$ cat src/rtl/segrw_param_if.sv
// Stream bundle for the parametrised segment read/write operator.
// Each stream carries _d data, _e end-of-stream, _v valid and _b back-pressure.
// The master side produces the addr/write/dataW streams and consumes dataR.
interface segrw_param_if #(
    parameter int AW = 4,
    parameter int DW = 8
);
    logic [AW-1:0] addr_d;
    logic          addr_e;
    logic          addr_v;
    logic          addr_b;
    logic          write_d;
    logic          write_e;
    logic          write_v;
    logic          write_b;
    logic [DW-1:0] dataW_d;
    logic          dataW_e;
    logic          dataW_v;
    logic          dataW_b;
    logic [DW-1:0] dataR_d;
    logic          dataR_e;
    logic          dataR_v;
    logic          dataR_b;
    logic          oob;

    modport master (
        output addr_d, addr_e, addr_v, input addr_b,
        output write_d, write_e, write_v, input write_b,
        output dataW_d, dataW_e, dataW_v, input dataW_b,
        input dataR_d, dataR_e, dataR_v, output dataR_b,
        input oob
    );

    modport slave (
        input addr_d, addr_e, addr_v, output addr_b,
        input write_d, write_e, write_v, output write_b,
        input dataW_d, dataW_e, dataW_v, output dataW_b,
        output dataR_d, dataR_e, dataR_v, input dataR_b,
        output oob
    );
endinterface

$ cat src/rtl/segrw_param.sv
// Parametrised segment read/write operator: DEPTH words of DW bits, driven by
// an address stream, an op stream (1 = write) and a write-data stream, with a
// single-entry registered read output and a sticky out-of-range flag.
// Optional macro SEGRW_PARAM_CLEAR_EN: after reset release the memory is
// zeroed one word per cycle (CLEAR state) before normal operation starts.
module segrw_param #(
    parameter int AW    = 4,
    parameter int DW    = 8,
    parameter int DEPTH = 16
) (
    input  logic        clock,
    input  logic        reset,
    segrw_param_if.slave bus
);
    localparam int            IW      = (DEPTH > 1) ? $clog2(DEPTH) : 1;
    localparam logic [AW:0]   DEPTH_V = (AW + 1)'(DEPTH);

    typedef enum logic [1:0] {ST_RUN, ST_DONE, ST_CLEAR} state_t;

    state_t        state_q, state_nx;
    logic [DW-1:0] mem [DEPTH];

    logic [DW-1:0] rd_d_p1;
    logic          rd_e_p1;
    logic          vld_p1;
    logic          oob_q;

    logic          in_range;
    logic          slot_free;
    logic [IW-1:0] ridx;
    logic          rd_fire, wr_fire, wr_eos, eos_fire, take;
    logic          mem_we;
    logic [IW-1:0] mem_wa;
    logic [DW-1:0] mem_wd;

`ifdef SEGRW_PARAM_CLEAR_EN
    logic [IW-1:0] clr_idx;
`endif

    assign in_range  = {1'b0, bus.addr_d} < DEPTH_V;
    assign slot_free = !vld_p1 || !bus.dataR_b;
    assign ridx      = bus.addr_d[IW-1:0];

    // Next-state and firing decisions; nothing fires while reset is asserted
    always_comb begin
        state_nx = state_q;
        rd_fire  = 1'b0;
        wr_fire  = 1'b0;
        wr_eos   = 1'b0;
        eos_fire = 1'b0;
        case (state_q)
            ST_RUN: begin
                if (reset && bus.addr_v && bus.write_v) begin
                    if (bus.addr_e || bus.write_e) begin
                        if (slot_free) begin
                            eos_fire = 1'b1;
                            state_nx = ST_DONE;
                        end
                    end else if (!bus.write_d) begin
                        rd_fire = slot_free;
                    end else if (bus.dataW_v) begin
                        if (!bus.dataW_e) begin
                            wr_fire = 1'b1;
                        end else if (slot_free) begin
                            wr_eos   = 1'b1;
                            state_nx = ST_DONE;
                        end
                    end
                end
            end
            ST_DONE: state_nx = ST_DONE;
`ifdef SEGRW_PARAM_CLEAR_EN
            ST_CLEAR: begin
                if (clr_idx == IW'(DEPTH - 1)) state_nx = ST_RUN;
            end
`endif
            default: state_nx = state_q;
        endcase
        take        = rd_fire || wr_fire || wr_eos || eos_fire;
        bus.addr_b  = !take;
        bus.write_b = !take;
        bus.dataW_b = !(wr_fire || wr_eos);
    end

    // Single memory write port: clear sweep or in-range write op
    always_comb begin
        mem_we = wr_fire && in_range;
        mem_wa = ridx;
        mem_wd = bus.dataW_d;
`ifdef SEGRW_PARAM_CLEAR_EN
        if (reset && state_q == ST_CLEAR) begin
            mem_we = 1'b1;
            mem_wa = clr_idx;
            mem_wd = '0;
        end
`endif
    end

    // State register
    always_ff @(posedge clock or negedge reset) begin
        if (!reset) begin
`ifdef SEGRW_PARAM_CLEAR_EN
            state_q <= ST_CLEAR;
`else
            state_q <= ST_RUN;
`endif
        end else begin
            state_q <= state_nx;
        end
    end

`ifdef SEGRW_PARAM_CLEAR_EN
    // Clear sweep index, restarts from 0 on every reset
    always_ff @(posedge clock or negedge reset) begin
        if (!reset) clr_idx <= '0;
        else if (state_q == ST_CLEAR) clr_idx <= clr_idx + 1'b1;
    end
`endif

    // Memory array, contents survive reset
    always_ff @(posedge clock) begin
        if (mem_we) mem[mem_wa] <= mem_wd;
    end

    // Output slot: read data or eos marker, held while downstream stalls
    always_ff @(posedge clock or negedge reset) begin
        if (!reset) begin
            vld_p1  <= 1'b0;
            rd_e_p1 <= 1'b0;
            rd_d_p1 <= '0;
        end else if (rd_fire) begin
            vld_p1  <= 1'b1;
            rd_e_p1 <= 1'b0;
            rd_d_p1 <= in_range ? mem[ridx] : '0;
        end else if (eos_fire || wr_eos) begin
            vld_p1  <= 1'b1;
            rd_e_p1 <= 1'b1;
            rd_d_p1 <= '0;
        end else if (!bus.dataR_b) begin
            vld_p1  <= 1'b0;
            rd_e_p1 <= 1'b0;
        end
    end

    // Sticky out-of-range flag for any fired read/write op
    always_ff @(posedge clock or negedge reset) begin
        if (!reset) oob_q <= 1'b0;
        else if ((rd_fire || wr_fire || wr_eos) && !in_range) oob_q <= 1'b1;
    end

    assign bus.dataR_d = rd_d_p1;
    assign bus.dataR_e = rd_e_p1;
    assign bus.dataR_v = vld_p1;
    assign bus.oob     = oob_q;
endmodule

$ cat src/flat_wrapper.sv
// flat-port wrapper written by rule: the top's interface ports become plain ports
module segrw_param_flat 
#(
    parameter int AW    = 4,
    parameter int DW    = 8,
    parameter int DEPTH = 16
)
  (clock, reset, bus_addr_d, bus_addr_e, bus_addr_v, bus_addr_b, bus_write_d, bus_write_e, bus_write_v, bus_write_b, bus_dataW_d, bus_dataW_e, bus_dataW_v, bus_dataW_b, bus_dataR_d, bus_dataR_e, bus_dataR_v, bus_dataR_b, bus_oob);
  segrw_param_if #(.AW(AW), .DW(DW)) bus_i ();
  input  logic clock;
  input  logic reset;
  input wire logic [$bits(bus_i.addr_d)-1:0] bus_addr_d;
  input wire logic [$bits(bus_i.addr_e)-1:0] bus_addr_e;
  input wire logic [$bits(bus_i.addr_v)-1:0] bus_addr_v;
  output wire logic [$bits(bus_i.addr_b)-1:0] bus_addr_b;
  input wire logic [$bits(bus_i.write_d)-1:0] bus_write_d;
  input wire logic [$bits(bus_i.write_e)-1:0] bus_write_e;
  input wire logic [$bits(bus_i.write_v)-1:0] bus_write_v;
  output wire logic [$bits(bus_i.write_b)-1:0] bus_write_b;
  input wire logic [$bits(bus_i.dataW_d)-1:0] bus_dataW_d;
  input wire logic [$bits(bus_i.dataW_e)-1:0] bus_dataW_e;
  input wire logic [$bits(bus_i.dataW_v)-1:0] bus_dataW_v;
  output wire logic [$bits(bus_i.dataW_b)-1:0] bus_dataW_b;
  output wire logic [$bits(bus_i.dataR_d)-1:0] bus_dataR_d;
  output wire logic [$bits(bus_i.dataR_e)-1:0] bus_dataR_e;
  output wire logic [$bits(bus_i.dataR_v)-1:0] bus_dataR_v;
  input wire logic [$bits(bus_i.dataR_b)-1:0] bus_dataR_b;
  output wire logic [$bits(bus_i.oob)-1:0] bus_oob;
  assign bus_i.addr_d = bus_addr_d;
  assign bus_i.addr_e = bus_addr_e;
  assign bus_i.addr_v = bus_addr_v;
  assign bus_addr_b = bus_i.addr_b;
  assign bus_i.write_d = bus_write_d;
  assign bus_i.write_e = bus_write_e;
  assign bus_i.write_v = bus_write_v;
  assign bus_write_b = bus_i.write_b;
  assign bus_i.dataW_d = bus_dataW_d;
  assign bus_i.dataW_e = bus_dataW_e;
  assign bus_i.dataW_v = bus_dataW_v;
  assign bus_dataW_b = bus_i.dataW_b;
  assign bus_dataR_d = bus_i.dataR_d;
  assign bus_dataR_e = bus_i.dataR_e;
  assign bus_dataR_v = bus_i.dataR_v;
  assign bus_i.dataR_b = bus_dataR_b;
  assign bus_oob = bus_i.oob;
  segrw_param #(.AW(AW), .DW(DW), .DEPTH(DEPTH)) u_core (.clock(clock), .reset(reset), .bus(bus_i));
endmodule
$ cat config.mk
export PLATFORM = sky130hd
export DESIGN_NAME = segrw_param_flat
export DESIGN_NICKNAME = d
export VERILOG_FILES = /design/src/rtl/segrw_param_if.sv /design/src/rtl/segrw_param.sv /design/src/flat_wrapper.sv
export SDC_FILE = /design/constraint.sdc
export NUM_CORES = 1
export LEC_CHECK = 0
export ABC_AREA = 0
export CAP_MARGIN = 20
export CORE_ASPECT_RATIO = 1.1
export CORE_MARGIN = 10
export CORE_UTILIZATION = 40
export DETAILED_ROUTE_END_ITERATION = 7
export PLACE_DENSITY = 0.55
export SYNTH_ARGS = -nofsm -noshare
export SYNTH_HDL_FRONTEND = slang
export SYNTH_SLANG_ARGS = --single-unit
$ cat constraint.sdc
create_clock -name clock -period 2.15 [get_ports clock]
set_input_delay 0.43 -clock clock [delete_from_list [all_inputs] [get_ports clock]]
set_output_delay 0.43 -clock clock [all_outputs]
set_load 0.05 [all_outputs]
Yosys cells after proc, flatten, opt, wreduce, memory -nomap -nowiden
Memories as Yosys holds them, arrays and structs flattened.
Cells that the tools add are included.
{"block": "totals", "ff_bits": 12, "ramBits": 128, "input_bits": 22, "output_inout_bits": 14, "n_memories": 1}
{"memory": "u_core.mem", "depth": 16, "word_bits": 8, "rd": 1, "rd_ports_with_merged_regs": 0, "wr": 1, "line_no": "segrw_param.sv:21", "source": "logic [DW-1:0] mem [DEPTH];"}
{"block": "op_classes", "eq_ne": 6, "muxes": 35, "n_reduce_logical": 17}
{"operator": "$mux 1", "count": 26}
{"operator": "$mux 8", "count": 2}
{"operator": "$mux 2", "count": 6}
{"operator": "$ne 3x2->1 const B", "count": 3}
{"operator": "$logic_or 1x1->1", "count": 7}
{"operator": "$reduce_and 5->1", "count": 1}
{"operator": "$logic_not 1->1", "count": 4}
{"operator": "$pmux 2 s2", "count": 1}
{"operator": "$reduce_bool 2->1", "count": 2}
{"operator": "$ne 3x1->1 const B", "count": 1}
{"operator": "$eq 2x1->1 const B", "count": 1}
{"operator": "$logic_and 1x1->1", "count": 2}
{"operator": "$logic_not 2->1", "count": 1}
{"operator": "$ne 2x1->1 const B", "count": 1}

Longest topological paths before layout
{"block": "depth", "depth_word": 12, "mapped_depth": 7, "depth_no_buf": 4}

Least setup slack after synthesis
No wires, ideal clock.
{"block": "synth_path", "path_kind": "input -> output", "start": "in bus_dataW_v", "end": "out bus_write_b", "t_arrival_ps": 2336, "required_ps": 1720, "setup_slack_ps": -616, "path_stages": 5, "path_buffers": 2, "path_cell_list": "a311oi_1 -> a2111o_1 -> clkbuf_1 -> nor2b_1 -> buf_4"}
{"block": "synth_via", "elab_chain_cells": 9}
{"element": "start: declaration", "line_no": "flat_wrapper.sv:22", "source": "input wire logic [$bits(bus_i.dataW_v)-1:0] bus_dataW_v;"}
{"element": "$mux 1", "line_no": "segrw_param.sv:61", "source": "end else if (bus.dataW_v) begin"}
{"element": "$mux 1", "line_no": "segrw_param.sv:59", "source": "end else if (!bus.write_d) begin"}
{"element": "$mux 1", "line_no": "segrw_param.sv:54", "source": "if (bus.addr_e || bus.write_e) begin"}
{"element": "$mux 1", "line_no": "segrw_param.sv:53", "source": "if (reset && bus.addr_v && bus.write_v) begin"}
{"element": "$mux 1", "line_no": "segrw_param.sv:51", "source": "case (state_q)"}
{"element": "$logic_or 1x1->1", "line_no": "segrw_param.sv:79", "source": "take = rd_fire || wr_fire || wr_eos || eos_fire;"}
{"element": "$logic_or 1x1->1 (*)"}
{"element": "$logic_or 1x1->1 (*)", "line_no": "segrw_param.sv:79"}
{"element": "$logic_not 1->1 (*)"}
{"element": "end: declaration", "line_no": "flat_wrapper.sv:19", "source": "output wire logic [$bits(bus_i.write_b)-1:0] bus_write_b;"}
Mark *: on every way between the ends. The rest lies on a longest branch, timed or not.

Worst setup path in the final report
{"block": "layout_path", "start": "reg u_core.vld_p1, in the netlist u_core.bus.dataR_v", "end": "out bus_write_b"}
{"block": "layout_via", "elab_chain_cells": 12}
{"element": "start: declaration", "line_no": "segrw_param.sv:25", "source": "logic vld_p1;"}
{"element": "start signal: assignment", "line_no": "segrw_param.sv:128", "source": "vld_p1 <= 1'b0;"}
{"element": "start signal: assignment", "line_no": "segrw_param.sv:132", "source": "vld_p1 <= 1'b1;"}
{"element": "start signal: assignment", "line_no": "segrw_param.sv:136", "source": "vld_p1 <= 1'b1;"}
{"element": "$logic_not 1->1 (*)", "line_no": "segrw_param.sv:41", "source": "assign slot_free = !vld_p1 || !bus.dataR_b;"}
{"element": "$logic_or 1x1->1 (*)", "line_no": "segrw_param.sv:41"}
{"element": "$mux 1", "line_no": "segrw_param.sv:55, segrw_param.sv:64"}
{"element": "$mux 1", "line_no": "segrw_param.sv:62", "source": "if (!bus.dataW_e) begin"}
{"element": "$mux 1", "line_no": "segrw_param.sv:61"}
{"element": "$mux 1", "line_no": "segrw_param.sv:59"}
{"element": "$mux 1", "line_no": "segrw_param.sv:54"}
{"element": "$mux 1", "line_no": "segrw_param.sv:53"}
{"element": "$mux 1", "line_no": "segrw_param.sv:51"}
{"element": "$logic_or 1x1->1"}
{"element": "$logic_or 1x1->1 (*)", "line_no": "segrw_param.sv:79"}
{"element": "$logic_not 1->1 (*)", "line_no": "segrw_param.sv:81", "source": "bus.write_b = !take;"}
Marks and branches as above.

==> reports/qor_table.md <==
| Metric | Value |
| --- | --- |
| Result of the run | completed |
| Number of distinct library cells after synthesis | 38 |
| Asr flop ratio synth | 7.91% |
| Total of flip-flops plus latches after synthesis | 139 |
| Ratio of cells with drive above 1 in the final layout | 34.8% |
| Max stage delay cell, worst path | sky130_fd_sc_hd__a2111o_1 |
| Sequential fraction of the synthesis area | 74.6% |
| Ys flop type | sky130_fd_sc_hd__edfxtp_1 |
| CP endpoint kind | primary output |
| Global-route met2 utilization | 21.2% |
| DR vias/cell | 5.11 |
| Unrepaired setup endpoints after global routing | no |
| Width of the die | 132 microns |
| Via count | 2983 |
| Min-Delay Path Class | in2async |
| Layout net count | 409 |
| Cell types occupying the most area after synthesis | sky130_fd_sc_hd__edfxtp_1 70%, sky130_fd_sc_hd__mux4_2 7.3%, sky130_fd_sc_hd__dfrtp_1 5.0% |
| Post-Synthesis Cell Area | 5520 sq um |
| Launch point of the worst path | u_core.bus.dataR_v |
| Area grow syn2layout | 28.6% |
| Mapped Avg Cell Area | 19.1 sq um |
| Post-synthesis cell type with the largest combined area | sky130_fd_sc_hd__edfxtp_1 |
| Number of enable flip-flop cells after synthesis | 128 |
| Total power density per cell area | 852 nW/um^2 |
| Clk Tree Root Cell | sky130_fd_sc_hd__clkbuf_16 |
| Final hold viol count | 0 |
| Number of top-level pins | 36 |
| Worst-path fanout max | 5 |
| Final Worst Setup Slack | 0.0872 ns |
| Average wire length per cell after detail routing | 20.1 microns |
| Pin count of the biggest net entering global routing | 19 |
| Die area | 18900 sq um |
| Mapped Nets | 311 |
| Num CTS Buffers | 17 |
| Number of clock sinks seen by CTS | 139 |
| Final ANT Viol Nets | 0 |
| Worst supply voltage drop on vdd | 0.450 mV |
| Setup slack, reg-to-reg | 0.24 ns |
| Data arrival time of the critical path | 1.63 ns |
| Clock buffer depth | 2 |
| Sequential power share | 48.8% |
| Slew @ Worst Pin | 0.591 ns |
| Number of placement rows | 44 |
| Worst reg2reg endpoint | u_core.mem[9][3] |
| Total congestion overflow | 0 |
| Grt peak-use layer | met2 |
| Die boundary height | 143 microns |
| Warning count from the yosys run | 0 |
| Data required time of the worst path | 1.72 ns |
| Comb pwr share | 4.8% |
| Iteration-0 DRC Markers | 153 |
| Clock-pin slew reported for the worst setup and hold paths after clock tree synthesis | 0.06 ns |
| Clock Latency Late Sink | 0.41 ns |
| GRT Total Usage | 12.9% |
| Total core area | 13400 sq um |
| Switching power summed over all nets | 1.32 mW |
| Peak per-stage delay on the critical path | 0.39 ns |
| Critical Path, Cell by Cell | and2_4, a2111o_1, nor2b_4, buf_8 |
| Most common library cells after synthesis | 128 x sky130_fd_sc_hd__edfxtp_1, 20 x sky130_fd_sc_hd__nor2_1, 18 x sky130_fd_sc_hd__mux4_2 |
| Total number of H-tree levels | 4 |
| Number of max-slew violations in the final report | 0 |
| LEAKAGE | 2.51 nW |
| Crit path time final | 2.06 ns |
| R2R Path Start | u_core.state_q[0] |
| Number of antenna violations at the first check in global routing | 0 |
| Worst max-slew margin expressed relative to the limit | 60.5% |
| Global-route wire length before repair | 18400 microns |
| Final setup violating endpoints | 0 |
| Worst slack at placement | -0.273 ns |
| Portion of the clock cycle consumed by the worst path in the final layout | 95.9% |
| Top-count cell post-synth | sky130_fd_sc_hd__edfxtp_1 |
| Category of the critical setup timing path | reg2out |
| Internal power | 4.72 mW |
| Post-Synthesis Cells | 289 |
| Gp weighted congestion | 0.784 |
| Starting Density | 41.3% |
| Drt pass-1 iters | 4 |
| Fraction of post-synthesis cell area in the top cell type by area | 69.6% |
| Share of power burned in the clock network | 46.4% |
| Diodes inserted | 0 |
| Drc violations | 0 |
| R2R cell count | 6 |
| Total of buffers placed on input and output ports | 34 |
| DP HPWL | 8330 microns |
| Clock skew | 0.00683 ns |
| Overall Power | 6.05 mW |
| Number of global-route vias before repair | 3184 |
| Global routing met1 resource utilization | 15.8% |
| Critical path destination | bus_write_b |
| Met3 Resource Use GR | 3.82% |
| Number of maximum-capacitance violations | 0 |
| Post-Route WL | 11800 microns |
| TritonCTS clock tree | yes |
| Net Sw Frac | 21.9% |
| Max frequency | 485 MHz |
| Type of element launching the critical path | register |
[layer usage]
layer,vias to the layer above,wire (microns)
met5,-,0
met4,0,147
met3,12,532
met2,76,5820
met1,1527,5250
li1,1368,-
[cells in the final DEF (no fill, tap or decap), drive strengths merged, types with 2 or more instances in the layout]
cell,n
clkdlybuf4s50,21
and2,2
nand2,12
edfxtp,128
inv,10
o221ai,2
o21ai,4
nand3,6
nand2b,3
mux4,22
clkinv,8
a2111o,2
nor2,20
mux2i,10
a221o,5
clkinvlp,2
o22ai,10
clkbuf,17
mux2,14
o31ai,6
dlygate4sd2,9
dfrtp,11
buf,65
[power groups by stage]
stage / registers (mW) / logic [mW] / clock network, mW
2_1_floorplan: 3.01 / 0.139 / 0
3_3_place_gp: 3.01 / 0.291 / 0
6_report: 2.95 / 0.289 / 2.80
4_1_cts: 2.95 / 0.294 / 2.87
3_5_place_dp: 3.01 / 0.294 / 0
5_1_grt: 2.95 / 0.314 / 2.97
[worst max-delay path: cells and delay by family (launching register included)]
kind / cells / cell delay (ns)
simple gates: 2 / 0.30
buf+inv: 1 / 0.14
compound gates: 1 / 0.39
flops: 1 / 0.37
[repair_timing]
| action | 4_1_cts | 5_1_grt |
|---|---|---|
| gates resized for setup | 14 | 0 |
| gates cloned | 0 | 0 |
| setup endpoints to repair | 3 | 3 |
| buffers inserted | 4 | 0 |
| endpoints found under the hold margin | 0 | 0 |
| hold buffers | 0 | 0 |
| pin swaps | 4 | 2 |
[worst min path at each step]
stage,start,end,cells after the start
2_1_floorplan,reset,u_core.bus.dataR_d[0],0
3_3_place_gp,u_core.bus.dataR_d[6],u_core.bus.dataR_d[6],2
3_5_place_dp,u_core.bus.dataR_d[6],u_core.bus.dataR_d[6],2
4_1_cts,reset,u_core.bus.dataR_v,2
5_1_grt,reset,u_core.bus.dataR_e,2
6_report,reset,u_core.bus.dataR_d[3],2
[sequential cells by signal, indices dropped and copies added (netlist names)]
| register | flops |
|---|---|
| u_core.bus.dataR_e | 1 |
| u_core.bus.dataR_d | 8 |
| u_core.bus.dataR_v | 1 |
| u_core.mem | 128 |
| u_core.state_q | 1 |
[per-stage QoR]
step	util (%)	setup TNS [ns]	hold WS (ns)	instances	cell area (sq um)
CTS	53.1	0	0.0924	585	7110
global placement	48.5	-23.00	0.468	549	6480
floorplan	-	-0.0231	0.134	289	5540
global route	53.1	0	0.110	584	7100
finish	53.1	0	0.103	584	7100
detailed placement	48.5	-25.91	0.478	549	6480
[final cells by class]
type / instances / area [sq um]
clock buffer: 17 / 425
clock inverter: 15 / 158
inverter: 6 / 22.5
tap: 184 / 230
fill: 1085 / 6280
timing repair buffer: 95 / 852
multi-input combinational: 128 / 1290
sequential: 139 / 4120
[kinds of logic after synthesis]
logic type | Yosys count | share of synthesized area [%]
buffers and inverters | 22 | 2.33
other | 1 | 0.0679
and+or+nand+nor | 50 | 4.35
muxes | 46 | 13.9
AOI/OAI and AO/OA | 31 | 4.71
DFF | 139 | 74.6
(Power assumes the default switching activity.)
